## src/rtl/aes_128_arbiter.sv

```systemverilog
// Round-robin arbiter sharing one aes_128 core among NREQ requesters.
// Optional watchdog abort enabled by defining AES_ARB_WDOG_EN.
module aes_128_arbiter #(
  parameter int NREQ    = 4,
  parameter int IDW     = 2,
  parameter int TIMEOUT = 48
) (
  input  logic                   clk,
  input  logic                   rst,
  input  logic [NREQ-1:0]        req_valid,
  output logic [NREQ-1:0]        req_ready,
  input  logic [NREQ-1:0][127:0] req_state,
  input  logic [NREQ-1:0][127:0] req_key,
  output logic                   core_rst,
  output logic                   core_start,
  output logic [127:0]           core_state,
  output logic [127:0]           core_key,
  input  logic                   core_done,
  input  logic [127:0]           core_out,
  output logic                   rsp_valid,
  input  logic                   rsp_ready,
  output logic [127:0]           rsp_data,
  output logic [IDW-1:0]         rsp_id,
  output logic                   rsp_err
);

  typedef enum logic [1:0] {IDLE, START, RUN, RESP} state_t;

  state_t         st;
  logic [IDW-1:0] last;
  logic [IDW-1:0] win;
  logic           gnt_any;

  // Walk from the farthest candidate back to last+1 so the nearest valid one wins.
  always_comb begin
    gnt_any = 1'b0;
    win     = '0;
    for (int k = NREQ; k >= 1; k--) begin
      if (req_valid[IDW'((int'(last) + k) % NREQ)]) begin
        gnt_any = 1'b1;
        win     = IDW'((int'(last) + k) % NREQ);
      end
    end
  end

  assign req_ready = (st == IDLE && gnt_any) ? (NREQ'(1) << win) : '0;

`ifdef AES_ARB_WDOG_EN
  logic [7:0] wd_cnt;
  logic       rsp_err_q;
  logic       wd_fire;

  // A done arriving on the timeout cycle takes priority over the abort.
  assign wd_fire  = (st == RUN) && !core_done && (wd_cnt == 8'(TIMEOUT));
  assign core_rst = rst | wd_fire;
  assign rsp_err  = rsp_err_q;
`else
  assign core_rst = rst;
  assign rsp_err  = 1'b0;
`endif

  always_ff @(posedge clk) begin
    if (rst) begin
      st         <= IDLE;
      last       <= IDW'(NREQ - 1);
      core_start <= 1'b0;
      rsp_valid  <= 1'b0;
      rsp_data   <= '0;
      rsp_id     <= '0;
      core_state <= '0;
      core_key   <= '0;
`ifdef AES_ARB_WDOG_EN
      wd_cnt     <= '0;
      rsp_err_q  <= 1'b0;
`endif
    end else begin
      core_start <= 1'b0;
      case (st)
        IDLE: if (gnt_any) begin
          // Only place the core operands change; they hold until the next grant.
          core_state <= req_state[win];
          core_key   <= req_key[win];
          last       <= win;
          rsp_id     <= win;
          core_start <= 1'b1;
          st         <= START;
`ifdef AES_ARB_WDOG_EN
          rsp_err_q  <= 1'b0;
`endif
        end
        START: begin
          st <= RUN;
`ifdef AES_ARB_WDOG_EN
          wd_cnt <= '0;
`endif
        end
        RUN: if (core_done) begin
          rsp_data  <= core_out;
          rsp_valid <= 1'b1;
          st        <= RESP;
        end
`ifdef AES_ARB_WDOG_EN
        else if (wd_fire) begin
          rsp_data  <= '0;
          rsp_err_q <= 1'b1;
          rsp_valid <= 1'b1;
          st        <= RESP;
        end else begin
          wd_cnt <= wd_cnt + 8'd1;
        end
`endif
        RESP: if (rsp_ready) begin
          rsp_valid <= 1'b0;
          st        <= IDLE;
        end
        default: st <= IDLE;
      endcase
    end
  end

endmodule

```

## config.mk

```make
export PLATFORM = sky130hd
export DESIGN_NAME = aes_128_arbiter
export DESIGN_NICKNAME = d
export VERILOG_FILES = /design/src/rtl/aes_128_arbiter.sv
export SDC_FILE = /design/constraint.sdc
export NUM_CORES = 1
export LEC_CHECK = 0
export BUFFER_PORTS_ARGS = -buffer_cell sky130_fd_sc_hd__buf_2
export CORE_AREA = 2 2 606 608
export DETAILED_ROUTE_END_ITERATION = 6
export DIE_AREA = 0 0 608 610
export GPL_ROUTABILITY_DRIVEN = 0
export PLACE_DENSITY = 0.3
export SLEW_MARGIN = 20
export SYNTH_ARGS = -nofsm -noshare
export SYNTH_HDL_FRONTEND = slang
export SYNTH_SLANG_ARGS = --single-unit
export TNS_END_PERCENT = 5
```

## constraint.sdc

```tcl
create_clock -name clk -period 2 [get_ports clk]
set_input_delay 0 -clock clk [delete_from_list [all_inputs] [get_ports clk]]
set_output_delay 0 -clock clk [all_outputs]
set_load 0.01 [all_outputs]
```

# Word-level counts from Yosys, hierarchy flattened
# Cells that the tools add are included.
[word_totals] ff_bits=392 latchBits=0 mem_bits_rw=0 rom_bits=0 inputBits=1160 output_inout_bits=394 elab_cells=66 mem_count=0
[op_classes] addsub=4 n_mul=0 n_div=0 n_lt_le_gt_ge=5 n_eq_ne=6 n_shift=1 n_mux=33 n_bitwise=1 n_reduce_logical=8
[ops] op="$bmux 128 s2" n=2
[ops] op="$mux 128" n=2
[ops] op="$lt 2x4->1 const B" n=4
[ops] op="$mux 1" n=15
[ops] op="$mux 2" n=7
[ops] op="$bmux 1 s2" n=4
[ops] op="$pmux 2 s4" n=1
[ops] op="$ne 2x2->1 const B" n=3
[ops] op="$reduce_and 3->1" n=2
[ops] op="$add 2x1->2 const B" n=2
[ops] op="$add 2x2->2 const B" n=2
[ops] op="$eq 2x2->1 const B" n=2
[ops] op="$mux 4" n=1
[ops] op="$reduce_and 2->1" n=2
[ops] op="$shl 1x2->4 const A" n=1
[ops] op="$lt 2x3->1 const B" n=1
[ops] op="$eq 2x1->1 const B" n=1
[ops] op="$logic_not 2->1" n=1
[ops] op="$pmux 1 s2" n=1
[ops] op="$reduce_bool 2->1" n=1
[ops] op="$reduce_or 2->1" n=1
[ops] op="$logic_and 1x1->1" n=1
[ops] op="$not 1->1" n=1

# Longest topological paths before layout
[depth] depth_word=10 ltp_mapped=8 ltp_nobuf=7

# Least setup slack after synthesis
# Ideal clock, no wire load.
[synth_path] path_type="reg2reg" start="reg last[0]" end="reg core_state[72]" setup_ns=0.138 arrival_ns=1.518 t_required_ns=1.862 slack_ns=0.344 stages_incl_launch_ff=9 n_path_buf=3 synth_period_minus_slack_ns=1.656 path_cell_list="dfxtp_1 > nand2b_1 > a21o_1 > o311a_1 > buf_6 > buf_6 > buf_6 > mux2i_1 > o221ai_1"
[synth_between] elab_chain_len=10 elab_cells_between_ends=27 classes_between="4 x add/sub; 22 x mux; 1 x reduce/logical"
[synth_rtl] element="start, declared" line="30" rtl="logic [IDW-1:0] last;"
[synth_rtl] element="start signal, assigned" line="65" rtl="last <= IDW'(NREQ - 1);"
[synth_rtl] element="start signal, assigned" line="83" rtl="last <= win;"
[synth_rtl] element="$add 2x1->2" line="39, 41"
[synth_rtl] element="$bmux 1 s2" line="39" rtl="if (req_valid[IDW'((int'(last) + k) % NREQ)]) begin"
[synth_rtl] element="$mux 1 (not written as such) (2 in series)" line="39"
[synth_rtl] element="$mux 2 (4 in series)" line="39"
[synth_rtl] element="$bmux 128 s2" line="81" rtl="core_state <= req_state[win];"
[synth_rtl] element="$mux 128 (not written as such)" line="81"
[synth_rtl] element="end signal, assigned" line="81"
[synth_rtl] element="end, declared" line="16" rtl="output logic [127:0] core_state,"
# Several ways; a longest one is shown, not always the timed one. The select of a mux whose other input is x is not followed.
# A chain may end at the register's enable or synchronous reset.

# Final worst setup path
[layout_path] start="reg last[0]" end="reg core_state[34]"
# Same word-level chain as after synthesis.

==> metrics.cfg <==
[critical_path]
path_max_fanout=12
required_ns=2.62
cp.buffers_inverters=4
path_delay_family=buffers and inverters
cpMaxStageDelayCell=dfxtp_4
cp_cell_sequence=nand2b_4 -> a21o_1 -> o311a_4 -> buf_12 -> clkbuf_16 -> buf_8 -> mux2i_2 -> buf_4 -> o221ai_1
critPathLaunchType=flop
worst_r2r_path_depth=9
worstSetupPathType=reg -> reg
crit_cells=9
worstSetupEndpointType=flop
critPathArrivalTime_ns=2.89
cp_slowest_stage_delay_ns=0.36

[die]
row_count=222
die_w_um=608
die-area_sq_mm=0.3709
initial_utilization=0.05341
core_sq_mm=0.3644
die_h_um=610
ioPinCount=1554

[route]
ant_nets=0
wl_per_cell_um=26.74
drt_iter0_drc=2158
first_pass_iters=5
routed_wl_um=265200
vias=31190
remaining_drc_errors=0
vias_per_cell=3.144

[grt]
top_usage_layer=met2
grt_use_total=0.1348
grt_pass1_wl_um=327100
grt_util_met1=0.1596
grt_pass1_vias=31410
gr-total-overflow=0
grt_max_degree=80
antenna_found_initial=286
met2_usage=0.2186
use_met3=0.04668

[clocking]
cts_root_buffer=clkbuf_16
cts_tree=done
clk_pin_slew_ns=0.06
ctsHtreeMaxLevel=2
clockBufferDepth=3
clk_latency_ns=0.77
cts_inserted_buffers=60
clock_sinks=392

[synth]
yosys_most_used_dff=dfxtp_1
synth_area_leaders=dfxtp_1, mux2i_1, o221ai_1
syn_avg_cell_area_sq_um=9.518
syn_inst=2045
yosys.area.top_type_share=0.4032
synth_area_sq_mm=0.01946
synth_seq_cells=392
ys_warn_count=0
synth_nets=3209
ys_seq_area_frac=0.4032
ys_types=32
async_flop_share=0
synth_edf_count=0
yosysTopAreaCell=dfxtp_1

[layout]
final_nets=6123
drive_gt1_frac=0.4071
area_growth_pct=157.5
fillers=41690
final_cells=9920

[timing]
relSlewSlack=0.4701
setup_viol_count_final=228
fin_crit_ns=2.270
fin_ws_ns=-0.2698
period_share=1.135
rsz0062_at_grt=yes
fmax_ghz=0.4406
worstMarginPinSlew_ns=0.7930
skew_ns=0.07353
hold_viol=0
slew_viol_final=0

[outcome]
violations=setup timing
run_status=finished, violations left

[power_and_ir_drop]
power_leakage_uw=0.02198
power.density_mw_per_mm2=997.0
ir_worst_vdd_mv=0.7689

[hold_path]
hold_path.class=in -> reg
hold_path_depth=4

[run]
cap_violations=0

[placement]
place_ws_ns=-0.8132
io_buffers=1552
dp.cells=8474
place_hpwl_um=228800

layout by cell type (no fill, tap or decap), types with 3 or more instances in the layout:
cell type,synthesis,final
clkbuf_1,66,16
nand2_1,516,515
mux2i_1,512,423
nor2_4,0,4
o221ai_2,0,5
buf_12,3,44
buf_16,0,8
mux2i_4,0,34
clkinvlp_4,0,5
clkbuf_16,0,65
buf_2,33,1548
nor2_1,19,12
a21oi_1,132,132
diode_2,0,96
mux2i_2,0,55
nor2_2,0,3
clkbuf_8,0,8
buf_8,0,8
buf_6,71,37
o221ai_1,256,251
dfxtp_1,392,390
buf_4,8,177
clkinv_2,0,14
bufinv_16,0,4
dlygate4sd3_1,0,1212
ha_1,4,3
worst register-to-register path: cells and delay by family, from the launching register on:
kind | cells | cell delay [ns]
buffers and inverters | 4 | 0.82
AOI/OAI and AO/OA | 3 | 0.52
DFF | 1 | 0.36
muxes | 1 | 0.32
and+or+nand+nor | 1 | 0.13
final timing paths:
check                                    from             end  slack (ns)
worst max-delay path                  last[0]  core_state[34]       -0.27
worst min-delay path            req_state[49]  core_state[49]        0.09
worst max register to register        last[0]  core_state[34]       -0.27
worst min register to register    rsp_data[8]     rsp_data[8]        0.45
per-layer routing:
layer  up-vias  share of wire
met5         -         0.0027
met4       112          0.054
met2      1925           0.45
li1      13470              -
met1     15020           0.40
met3       666          0.091
synth_stat cells, types with 4 or more instances:
cell type / n
inv_1: 4
nand2b_1: 4
mux2i_1: 512
dfxtp_1: 392
buf_4: 8
buf_1: 6
nor2_1: 19
a21oi_1: 132
ha_1: 4
o221ai_1: 256
buf_2: 33
nand2_1: 516
clkbuf_1: 66
buf_6: 71
cells by family after synthesis:
logic type      synth area share
buf+inv                  0.07039
simple gates              0.1074
fa+ha+maj               0.002571
other cells            0.0001927
compound gates            0.1530
mux                       0.2633
flops                     0.4032
registers in the layout, summed over array words and instances, names as in the netlist:
name and count:
rsp_data 128, core_state 128, core_key 128, rsp_id 2
st 2, core_start 1, rsp_valid 1, last 2
cell type report:
| type | instances | area [sq um] | area share |
|---|---|---|---|
| antenna | 96 | 240.2 | 0.004793 |
| clock buffer | 84 | 1672 | 0.03335 |
| clock inverter | 27 | 305.3 | 0.006091 |
| inverter | 4 | 15.01 | 0.0002996 |
| multi-input combinational | 1462 | 11030 | 0.2202 |
| sequential | 392 | 7855 | 0.1567 |
| tap | 4816 | 6026 | 0.1202 |
| timing repair buffer | 3039 | 22970 | 0.4583 |
power breakdown:
part | switching [uW] | leakage (uW) | internal, uW
combinational | 14600 | 0.0178 | 11600
sequential | 2140 | 0.00322 | 10600
clock | 4830 | 0.000959 | 6320
through the flow:
stage          TNS, ns     util  instance area [sq um]  total power (uW)  hold WS [ns]
2_1_floorplan        0        -                  19460             21950       0.09177
5_1_grt         -44.78   0.1372                  50000             52500       0.04296
6_report        -26.28   0.1375                  50120             49970       0.08565
3_3_place_gp    -27.37  0.09411                  34300             34530        0.2437
4_1_cts         -24.56   0.1348                  49140             49900     0.0001634
3_5_place_dp    -29.51  0.09414                  34310             34680        0.2468
repair_timing:
| action | CTS | global route |
|---|---|---|
| cloned | 1 | 5 |
| hold buffers | 1212 | 0 |
| gates resized for setup | 129 | 117 |
| endpoints found under the setup margin | 248 | 265 |
| pin swaps | 10 | 12 |
| endpoints found under the hold margin | 392 | 0 |
| setup buffers | 14 | 7 |
No activity file was read; power rests on OpenSTA's default activity.
